$ cat config.mk
export PLATFORM = sky130hd
export DESIGN_NAME = multicycle_controller_flat
export DESIGN_NICKNAME = d
export VERILOG_FILES = /design/src/rtl/multicycle_controller_pkg.sv /design/src/rtl/multicycle_controller_if.sv /design/src/rtl/multicycle_controller_alu_decoder.sv /design/src/rtl/multicycle_controller.sv /design/src/flat_wrapper.sv
export SDC_FILE = /design/constraint.sdc
export NUM_CORES = 1
export LEC_CHECK = 0
export BUFFER_PORTS_ARGS = -buffer_cell sky130_fd_sc_hd__clkbuf_2
export CAP_MARGIN = 20
export CORE_ASPECT_RATIO = 0.75
export CORE_UTILIZATION = 40
export DETAILED_ROUTE_END_ITERATION = 8
export PLACE_DENSITY = 0.66
export SYNTH_ARGS = -nofsm -noshare
export SYNTH_HDL_FRONTEND = slang
export SYNTH_SLANG_ARGS = --single-unit
$ cat constraint.sdc
create_clock -name clk -period 3.8 [get_ports clk]
set_input_delay 0.76 -clock clk [delete_from_list [all_inputs] [get_ports clk]]
set_output_delay 0.76 -clock clk [all_outputs]
set_load 0.02 [all_outputs]
$ cat src/rtl/multicycle_controller_pkg.sv
// Shared encodings for the multicycle MIPS controller: opcodes, functs, states, select codes.
// MCC_BNE_EN (optional define) adds bne decoding to the supported-opcode check.
package mips_ctrl_pkg;

    localparam int STATE_W   = 4;
    localparam int ALUCTRL_W = 3;

    localparam logic [5:0] OP_RTYPE = 6'b000000;
    localparam logic [5:0] OP_LW    = 6'b100011;
    localparam logic [5:0] OP_SW    = 6'b101011;
    localparam logic [5:0] OP_BEQ   = 6'b000100;
    localparam logic [5:0] OP_BNE   = 6'b000101;
    localparam logic [5:0] OP_ADDI  = 6'b001000;
    localparam logic [5:0] OP_J     = 6'b000010;

    localparam logic [5:0] FN_ADD = 6'b100000;
    localparam logic [5:0] FN_SUB = 6'b100010;
    localparam logic [5:0] FN_AND = 6'b100100;
    localparam logic [5:0] FN_OR  = 6'b100101;
    localparam logic [5:0] FN_SLT = 6'b101010;

    localparam logic [ALUCTRL_W-1:0] ALU_ADD = 3'b010;
    localparam logic [ALUCTRL_W-1:0] ALU_SUB = 3'b110;
    localparam logic [ALUCTRL_W-1:0] ALU_AND = 3'b000;
    localparam logic [ALUCTRL_W-1:0] ALU_OR  = 3'b001;
    localparam logic [ALUCTRL_W-1:0] ALU_SLT = 3'b111;

    localparam logic [1:0] SRCB_B       = 2'b00;
    localparam logic [1:0] SRCB_FOUR    = 2'b01;
    localparam logic [1:0] SRCB_IMM     = 2'b10;
    localparam logic [1:0] SRCB_IMM_SH2 = 2'b11;

    localparam logic [1:0] PC_ALURES = 2'b00;
    localparam logic [1:0] PC_ALUOUT = 2'b01;
    localparam logic [1:0] PC_JUMP   = 2'b10;

    typedef enum logic [STATE_W-1:0] {
        S_FETCH   = 4'd0,
        S_DECODE  = 4'd1,
        S_MEMADR  = 4'd2,
        S_MEMRD   = 4'd3,
        S_MEMWB   = 4'd4,
        S_MEMWR   = 4'd5,
        S_EXECUTE = 4'd6,
        S_ALUWB   = 4'd7,
        S_BRANCH  = 4'd8,
        S_ADDIEX  = 4'd9,
        S_ADDIWB  = 4'd10,
        S_JUMP    = 4'd11
    } state_t;

    typedef enum logic [1:0] {
        ALUOP_ADD   = 2'b00,
        ALUOP_SUB   = 2'b01,
        ALUOP_FUNCT = 2'b10
    } aluop_t;

    typedef struct packed {
        logic       iord;
        logic       mem_write;
        logic       ir_write;
        logic       reg_write;
        logic       reg_dst;
        logic       memto_reg;
        logic       alu_src_a;
        logic [1:0] alu_src_b;
        logic [1:0] pc_src;
        logic       pc_write;
        logic       branch;
        logic       illegal;
    } ctrl_t;

    function automatic logic op_supported(input logic [5:0] op);
        logic ok;
        ok = (op == OP_LW) || (op == OP_SW) || (op == OP_RTYPE) ||
             (op == OP_BEQ) || (op == OP_ADDI) || (op == OP_J);
`ifdef MCC_BNE_EN
        ok = ok || (op == OP_BNE);
`endif
        return ok;
    endfunction

endpackage

$ cat src/rtl/multicycle_controller_if.sv
// Controller <-> datapath bundle: IR fields and flags in, enables/selects out.
interface multicycle_controller_if;
    import mips_ctrl_pkg::*;

    logic [5:0]           Op;
    logic [5:0]           Funct;
    logic                 Zero;
    logic                 mem_ready;
    logic                 IorD;
    logic                 MemWrite;
    logic                 IRWrite;
    logic                 RegWrite;
    logic                 RegDst;
    logic                 MemtoReg;
    logic                 ALUSrcA;
    logic [1:0]           ALUSrcB;
    logic [ALUCTRL_W-1:0] ALUControl;
    logic [1:0]           PCSrc;
    logic                 PCEn;
    logic                 illegal_op;

    modport master (
        input  Op, Funct, Zero, mem_ready,
        output IorD, MemWrite, IRWrite, RegWrite, RegDst, MemtoReg,
               ALUSrcA, ALUSrcB, ALUControl, PCSrc, PCEn, illegal_op
    );

    modport slave (
        output Op, Funct, Zero, mem_ready,
        input  IorD, MemWrite, IRWrite, RegWrite, RegDst, MemtoReg,
               ALUSrcA, ALUSrcB, ALUControl, PCSrc, PCEn, illegal_op
    );
endinterface

$ cat src/rtl/multicycle_controller_alu_decoder.sv
// ALUOp + Funct -> ALUControl; flags functs the ALU cannot execute.
module alu_decoder
    import mips_ctrl_pkg::*;
(
    input  aluop_t               alu_op,
    input  logic [5:0]           funct,
    output logic [ALUCTRL_W-1:0] alu_control,
    output logic                 funct_illegal
);

    always_comb begin
        alu_control   = ALU_ADD;
        funct_illegal = 1'b0;
        case (alu_op)
            ALUOP_SUB: alu_control = ALU_SUB;
            ALUOP_FUNCT: begin
                case (funct)
                    FN_ADD:  alu_control = ALU_ADD;
                    FN_SUB:  alu_control = ALU_SUB;
                    FN_AND:  alu_control = ALU_AND;
                    FN_OR:   alu_control = ALU_OR;
                    FN_SLT:  alu_control = ALU_SLT;
                    default: funct_illegal = 1'b1;
                endcase
            end
            default: alu_control = ALU_ADD;
        endcase
    end

endmodule

$ cat src/rtl/multicycle_controller.sv
// Moore FSM sequencing the shared MIPS datapath; outputs decoded from state only.
// Optional define MCC_BNE_EN adds bne (branch on ~Zero) to the BRANCH state.
module multicycle_controller
    import mips_ctrl_pkg::*;
(
    input  logic                  clk,
    input  logic                  reset,
    multicycle_controller_if.master bus
);

    state_t               state_q, state_d;
    aluop_t               alu_op;
    logic [ALUCTRL_W-1:0] alu_control;
    logic                 funct_illegal;
    logic                 taken;
    ctrl_t                ctrl;

    alu_decoder u_alu_dec (
        .alu_op        (alu_op),
        .funct         (bus.Funct),
        .alu_control   (alu_control),
        .funct_illegal (funct_illegal)
    );

    always_ff @(posedge clk) begin
        if (reset) state_q <= S_FETCH;
        else       state_q <= state_d;
    end

`ifdef MCC_BNE_EN
    // The branch sense is latched at decode so BRANCH does not depend on Op.
    logic is_bne_q;
    always_ff @(posedge clk) begin
        if (reset)                      is_bne_q <= 1'b0;
        else if (state_q == S_DECODE)   is_bne_q <= (bus.Op == OP_BNE);
    end
    assign taken = is_bne_q ? ~bus.Zero : bus.Zero;
`else
    assign taken = bus.Zero;
`endif

    always_comb begin
        state_d = state_q;
        case (state_q)
            S_FETCH:  if (bus.mem_ready) state_d = S_DECODE;
            S_DECODE: begin
                case (bus.Op)
                    OP_LW, OP_SW: state_d = S_MEMADR;
                    OP_RTYPE:     state_d = S_EXECUTE;
                    OP_BEQ:       state_d = S_BRANCH;
`ifdef MCC_BNE_EN
                    OP_BNE:       state_d = S_BRANCH;
`endif
                    OP_ADDI:      state_d = S_ADDIEX;
                    OP_J:         state_d = S_JUMP;
                    default:      state_d = S_FETCH;
                endcase
            end
            S_MEMADR: begin
                if (bus.Op == OP_LW)      state_d = S_MEMRD;
                else if (bus.Op == OP_SW) state_d = S_MEMWR;
                else                      state_d = S_FETCH;
            end
            S_MEMRD:   if (bus.mem_ready) state_d = S_MEMWB;
            S_MEMWR:   if (bus.mem_ready) state_d = S_FETCH;
            S_EXECUTE: state_d = funct_illegal ? S_FETCH : S_ALUWB;
            S_ADDIEX:  state_d = S_ADDIWB;
            default:   state_d = S_FETCH;
        endcase
    end

    // Kept apart from the output decode so the decoder's illegal flag feeds back without a comb loop.
    always_comb begin
        alu_op = ALUOP_ADD;
        if (!reset) begin
            case (state_q)
                S_EXECUTE: alu_op = ALUOP_FUNCT;
                S_BRANCH:  alu_op = ALUOP_SUB;
                default:   alu_op = ALUOP_ADD;
            endcase
        end
    end

    always_comb begin
        ctrl = '0;
        if (!reset) begin
            case (state_q)
                S_FETCH: begin
                    ctrl.alu_src_b = SRCB_FOUR;
                    ctrl.ir_write  = bus.mem_ready;
                    ctrl.pc_write  = bus.mem_ready;
                end
                S_DECODE: begin
                    ctrl.alu_src_b = SRCB_IMM_SH2;
                    ctrl.illegal   = !op_supported(bus.Op);
                end
                S_MEMADR: begin
                    ctrl.alu_src_a = 1'b1;
                    ctrl.alu_src_b = SRCB_IMM;
                end
                S_MEMRD: ctrl.iord = 1'b1;
                S_MEMWB: begin
                    ctrl.reg_write = 1'b1;
                    ctrl.memto_reg = 1'b1;
                end
                S_MEMWR: begin
                    ctrl.iord      = 1'b1;
                    ctrl.mem_write = 1'b1;
                end
                S_EXECUTE: begin
                    ctrl.alu_src_a = 1'b1;
                    ctrl.alu_src_b = SRCB_B;
                    ctrl.illegal   = funct_illegal;
                end
                S_ALUWB: begin
                    ctrl.reg_write = 1'b1;
                    ctrl.reg_dst   = 1'b1;
                end
                S_BRANCH: begin
                    ctrl.alu_src_a = 1'b1;
                    ctrl.alu_src_b = SRCB_B;
                    ctrl.pc_src    = PC_ALUOUT;
                    ctrl.branch    = 1'b1;
                end
                S_ADDIEX: begin
                    ctrl.alu_src_a = 1'b1;
                    ctrl.alu_src_b = SRCB_IMM;
                end
                S_ADDIWB: ctrl.reg_write = 1'b1;
                S_JUMP: begin
                    ctrl.pc_src   = PC_JUMP;
                    ctrl.pc_write = 1'b1;
                end
                default: ctrl = '0;
            endcase
        end
    end

    assign bus.IorD       = ctrl.iord;
    assign bus.MemWrite   = ctrl.mem_write;
    assign bus.IRWrite    = ctrl.ir_write;
    assign bus.RegWrite   = ctrl.reg_write;
    assign bus.RegDst     = ctrl.reg_dst;
    assign bus.MemtoReg   = ctrl.memto_reg;
    assign bus.ALUSrcA    = ctrl.alu_src_a;
    assign bus.ALUSrcB    = ctrl.alu_src_b;
    assign bus.ALUControl = alu_control;
    assign bus.PCSrc      = ctrl.pc_src;
    assign bus.PCEn       = ctrl.pc_write | (ctrl.branch & taken);
    assign bus.illegal_op = ctrl.illegal;

endmodule

$ cat src/flat_wrapper.sv
// flat-port wrapper written by rule: the top's interface ports become plain ports
module multicycle_controller_flat import mips_ctrl_pkg::*;
  (clk, reset, bus_Op, bus_Funct, bus_Zero, bus_mem_ready, bus_IorD, bus_MemWrite, bus_IRWrite, bus_RegWrite, bus_RegDst, bus_MemtoReg, bus_ALUSrcA, bus_ALUSrcB, bus_ALUControl, bus_PCSrc, bus_PCEn, bus_illegal_op);
  multicycle_controller_if bus_i ();
  input  logic clk;
  input  logic reset;
  input wire logic [$bits(bus_i.Op)-1:0] bus_Op;
  input wire logic [$bits(bus_i.Funct)-1:0] bus_Funct;
  input wire logic [$bits(bus_i.Zero)-1:0] bus_Zero;
  input wire logic [$bits(bus_i.mem_ready)-1:0] bus_mem_ready;
  output wire logic [$bits(bus_i.IorD)-1:0] bus_IorD;
  output wire logic [$bits(bus_i.MemWrite)-1:0] bus_MemWrite;
  output wire logic [$bits(bus_i.IRWrite)-1:0] bus_IRWrite;
  output wire logic [$bits(bus_i.RegWrite)-1:0] bus_RegWrite;
  output wire logic [$bits(bus_i.RegDst)-1:0] bus_RegDst;
  output wire logic [$bits(bus_i.MemtoReg)-1:0] bus_MemtoReg;
  output wire logic [$bits(bus_i.ALUSrcA)-1:0] bus_ALUSrcA;
  output wire logic [$bits(bus_i.ALUSrcB)-1:0] bus_ALUSrcB;
  output wire logic [$bits(bus_i.ALUControl)-1:0] bus_ALUControl;
  output wire logic [$bits(bus_i.PCSrc)-1:0] bus_PCSrc;
  output wire logic [$bits(bus_i.PCEn)-1:0] bus_PCEn;
  output wire logic [$bits(bus_i.illegal_op)-1:0] bus_illegal_op;
  assign bus_i.Op = bus_Op;
  assign bus_i.Funct = bus_Funct;
  assign bus_i.Zero = bus_Zero;
  assign bus_i.mem_ready = bus_mem_ready;
  assign bus_IorD = bus_i.IorD;
  assign bus_MemWrite = bus_i.MemWrite;
  assign bus_IRWrite = bus_i.IRWrite;
  assign bus_RegWrite = bus_i.RegWrite;
  assign bus_RegDst = bus_i.RegDst;
  assign bus_MemtoReg = bus_i.MemtoReg;
  assign bus_ALUSrcA = bus_i.ALUSrcA;
  assign bus_ALUSrcB = bus_i.ALUSrcB;
  assign bus_ALUControl = bus_i.ALUControl;
  assign bus_PCSrc = bus_i.PCSrc;
  assign bus_PCEn = bus_i.PCEn;
  assign bus_illegal_op = bus_i.illegal_op;
  multicycle_controller u_core (.clk(clk), .reset(reset), .bus(bus_i));
endmodule
; ---- Word-level counts from Yosys, hierarchy flattened
; Cells that the tools add are included.
; W data, S select, Z words.
[totals]
regBits = 4
latchBits = 0
ramBits = 0
rom_bits = 0
in_bits = 16
output_inout_bits = 16
elab_cells = 71
mem_count = 0
[op_classes]
addsub = 0
mul = 0
n_div = 0
n_lt_le_gt_ge = 0
eq_ne = 26
shift = 0
mux = 27
bitwise_logic = 2
n_reduce_logical = 15
[ops]
columns = operator, n
row1 = $eq A6 B6 Y1 const B, 7
row2 = $pmux W4 S7, 1
row3 = $pmux W4 S5, 1
row4 = $eq A4 B3 Y1 const B, 4
row5 = $eq A4 B4 Y1 const B, 4
row6 = $mux W4, 4
row7 = $mux W14, 1
row8 = $pmux W3 S4, 1
row9 = $mux W1, 10
row10 = $eq A4 B2 Y1 const B, 2
row11 = $pmux W2 S2, 2
row12 = $eq A6 B2 Y1 const B, 1
row13 = $eq A6 B3 Y1 const B, 1
row14 = $eq A6 B4 Y1 const B, 1
row15 = $logic_not A6 Y1, 1
row16 = $mux W3, 2
row17 = $ne A2 B2 Y1 const B, 3
row18 = $pmux W2 S3, 1
row19 = $pmux W3 S2, 1
row20 = $reduce_or A2 Y1, 3
row21 = $logic_or A1 B1 Y1, 5
row22 = $reduce_or A5 Y1, 1
row23 = $eq A4 B1 Y1 const B, 1
row24 = $logic_not A4 Y1, 1
row25 = other kinds (10), 11

; ---- Depth between registers and ports, before layout
[logic_depth]
word_depth = 11
mapped_depth = 9
mapped_depth_nobuf = 7

; ---- By module
; A second synthesis with hierarchy kept.
[hier_totals]
cells_unflattened = 114
hier_area_um2 = 763.2
[by_module_without_submodules]
columns = module, instances, cells_each, area_per_inst_um2, seq_area_each_um2
row1 = multicycle_controller, 1, 94, 614.3, 80.1
row2 = alu_decoder, 1, 20, 148.9, 0.0

; ---- Worst setup path after synthesis
; OpenSTA, ideal clock, no wires.
[synth_path]
kind = input -> output
from = input port reset
to = output port bus_illegal_op
arrival_ns = 2.128
t_required_ns = 3.040
setup_slack_ns = 0.912
stages = 6
n_path_buf = 0
cell_sequence = or2_4 nor3_1 ha_1 inv_1 a31o_2 o32ai_1
[synth_between]
elab_chain_cells = 5
[synth_lines]
columns = item, line
row1 = from (decl), flat_wrapper.sv:6  ; input logic reset;
row2 = $mux W2, multicycle_controller.sv:75  ; if (!reset) begin
row3 = $eq A2 B2 Y1, multicycle_controller_alu_decoder.sv:14  ; case (alu_op)
row4 = $mux W1, multicycle_controller_alu_decoder.sv:14
row5 = $pmux W1 S2, multicycle_controller.sv:87  ; case (state_q)
row6 = $mux W14 (*), multicycle_controller.sv:86  ; if (!reset) begin
row7 = to (decl), flat_wrapper.sv:22  ; output wire logic [$bits(bus_i.illegal_op)-1:0] bus_illegal_op;
; Every way passes the cells marked *; elsewhere a longest branch is shown, timed or not.

; ---- Worst setup path in the final report
; Same ends and word-level chain as after synthesis.

==> flow_metrics.py <==
metrics = {
    "logic_synthesis": {
        "yosysMostFrequentCell": "nor2_1",
        "yosys_most_used_dff": "dfxtp_1",
        "synth_edf_count": 0,
        "synthCells": 110,
        "async_reset_ff_frac": 0,
        "synth-seq-area-share": 0.1090,
        "synthTopCellsByCount": "nor2_1 (18), nand2_1 (11), inv_1 (6)",
        "ys_warn_count": 0,
        "yosys.area.top_type": "dfxtp_1",
        "syn_area_sq_um": 734.5,
        "ys_ff_latch": 4,
        "synth_top_area_share": 0.1090,
        "synth_cell_types": 43,
        "synth_area_leaders": "dfxtp_1 (11%), nor2_1 (9.2%), nand2_1 (5.6%), o41ai_1 (3.6%), xnor2_1 (3.6%)",
        "syn_avg_cell_area_sq_um": 6.677,
        "synth_nets": 128,
    },
    "clocking": {
        "numCtsBuffers": 3,
        "ctsHoldBuffers": 0,
        "cts_sinks": 4,
        "cts_max_path_buffers": 2,
        "ctsResizeCount": 0,
        "post_cts_buffers": 0,
        "clk_latency_ps": 230,
        "cts-root-buf": "clkbuf_4",
        "cts_tree": "yes",
        "path_clk_slew_ps": 40,
        "htree_levels": 1,
    },
    "sta": {
        "fin_skew_ps": 3.501,
        "hold_viol": 0,
        "worst_pin_slew_ps": 567.1,
        "rsz0062_at_grt": "false",
        "fmax_mhz": 318.2,
        "slew_viol_final": 0,
        "fin_crit_sh": 0.8271,
        "setup_viol": 0,
        "period_needed_ps": 3143,
        "fin_setup_tns_ps": 0,
        "whs_ps": 751.8,
        "maxSlewHeadroom": 0.6214,
    },
    "grt": {
        "grt_overflow": 0,
        "grt.total_usage": 0.2208,
        "grt_pass1_wl_microns": 3256,
        "grt_pass1_vias": 690,
        "met3_usage": 0.07059,
        "grt_max_degree": 20,
        "antenna_found_initial": 0,
        "use_met1": 0.3129,
        "busiest_layer": "met2",
        "grt_use_met2": 0.3409,
    },
    "die": {
        "ios": 32,
        "die_h_microns": 39.11,
        "core_area_sq_um": 1724,
        "die_width_microns": 51.48,
        "placement_rows": 13,
        "start_util": 0.4260,
        "die_area_sq_um": 2013,
    },
    "critical_path": {
        "arrival_ps": 2380,
        "rr_startpoint": "u_core.state_q[3]$_SDFFE_PP0P_",
        "reg2reg_to": "u_core.state_q[1]$_SDFFE_PP0P_",
        "reg2regPathDepth": 7,
        "cp-end-kind": "output pin",
        "critPathLaunchType": "input pin",
        "crit_required_ps": 3040,
        "worstSetupPathType": "in -> out",
        "path_max_fanout": 6,
        "r2r_setup_slack_ps": 1500,
    },
    "status": {
        "violations": "DRC",
        "outcome": "complete, but fails checks",
    },
    "drt": {
        "via_count": 887,
        "wire_per_inst_microns": 12.78,
        "final_antenna_net_count": 0,
        "routed_wl_microns": 2020,
        "drtIter0Drc": 53,
        "drt_first_pass_iters": 6,
        "drc_errors": 2,
        "viasPerCell": 5.614,
    },
    "finish": {
        "antennaDiodeCount": 0,
        "syn_to_final_growth_pct": 20.78,
        "top_register": "u_core.state_q",
        "nets": 156,
        "layout-drive-gt1-share": 0.3088,
        "top_regs": "u_core.state_q x4",
        "largest_reg_flops": 4,
    },
    "pwr": {
        "p_leak_nw": 0.3885,
        "peakVddDrop_mv": 0.1279,
        "powerDensity_nw_per_um2": 173.2,
    },
    "placement": {
        "dp_hpwl_microns": 1559,
        "port_buffers": 31,
        "place_congestion": 0.8761,
    },
    "min_path": {
        "hold_path.class": "reg -> reg",
        "min_from": "u_core.state_q[3]$_SDFFE_PP0P_",
        "hold_depth": 2,
        "min_to": "u_core.state_q[3]$_SDFFE_PP0P_",
    },
    "job": {
        "cap_violations": 0,
    },
}
[layer usage]
metal / part of all wire / routed length, microns
met5: 0 / 0
met4: 0 / 0
met3: 0.095 / 192
met1: 0.47 / 950
met2: 0.43 / 877
[worst max path at each step]
stage,slack [ps],start,end
finish,660,reset,bus_illegal_op
global route,520,reset,bus_illegal_op
CTS,680,reset,bus_illegal_op
detailed placement,690,reset,bus_illegal_op
global placement,690,reset,bus_illegal_op
floorplan,910,reset,bus_illegal_op
[critical path, stage by stage]
cell and delay [ps]:
clkbuf_2 120, or2_4 260, nor3_1 310, ha_1 280, inv_1 80, a31o_2 230, o32ai_1 120, clkbuf_2 220
[kinds of logic after synthesis]
| family | after synthesis | share of synthesized area |
|---|---|---|
| AO/OA/AOI/OAI | 24 | 0.2453 |
| XOR/XNOR | 3 | 0.03578 |
| adder cells (fa/ha/maj) | 2 | 0.03407 |
| buffers and inverters | 15 | 0.1124 |
| flip-flops | 4 | 0.1090 |
| multiplexers | 2 | 0.02726 |
| AND/OR/NAND/NOR | 60 | 0.4361 |
[cell type report]
class | instances | area (sq um)
Clock buffer | 3 | 22.52
Fill cell | 190 | 837.1
Inverter | 6 | 22.52
Multi-Input combinational cell | 91 | 571.8
Sequential cell | 4 | 80.08
Tap cell | 22 | 27.53
Timing Repair Buffer | 32 | 162.7
[cell usage in the layout (no fill, tap or decap), types with 3 or more instances in the layout]
| master | instances |
|---|---|
| nand2_1 | 11 |
| clkbuf_2 | 31 |
| nor2_1 | 18 |
| clkbuf_4 | 3 |
| nand3_1 | 5 |
| xnor2_1 | 3 |
| nand2b_1 | 4 |
| nor3_1 | 4 |
| inv_1 | 6 |
| o21a_1 | 3 |
| o41ai_1 | 3 |
| nand4_1 | 3 |
| dfxtp_1 | 4 |
| a21oi_1 | 4 |
[per-stage QoR]
step	total power, mW	cell area (sq um)	utilization	std cells	worst slack (ps)
floorplan	0.08269	734.5	-	110	912.0
global placement	0.1002	864.6	0.5015	155	687.6
detailed placement	0.1010	864.6	0.5015	155	687.2
CTS	0.1561	887.1	0.5145	158	681.1
global route	0.1706	887.1	0.5145	158	521.1
finish	0.1536	887.1	0.5145	158	657.0
[report_power, final]
group | internal [mW] | switching, mW | leakage [nW]
Clock | 0.0353 | 0.0174 | 0.0138
Sequential | 0.0436 | 0.00514 | 0.0325
Combinational | 0.0223 | 0.0298 | 0.342
No activity file was read; power rests on OpenSTA's default activity.
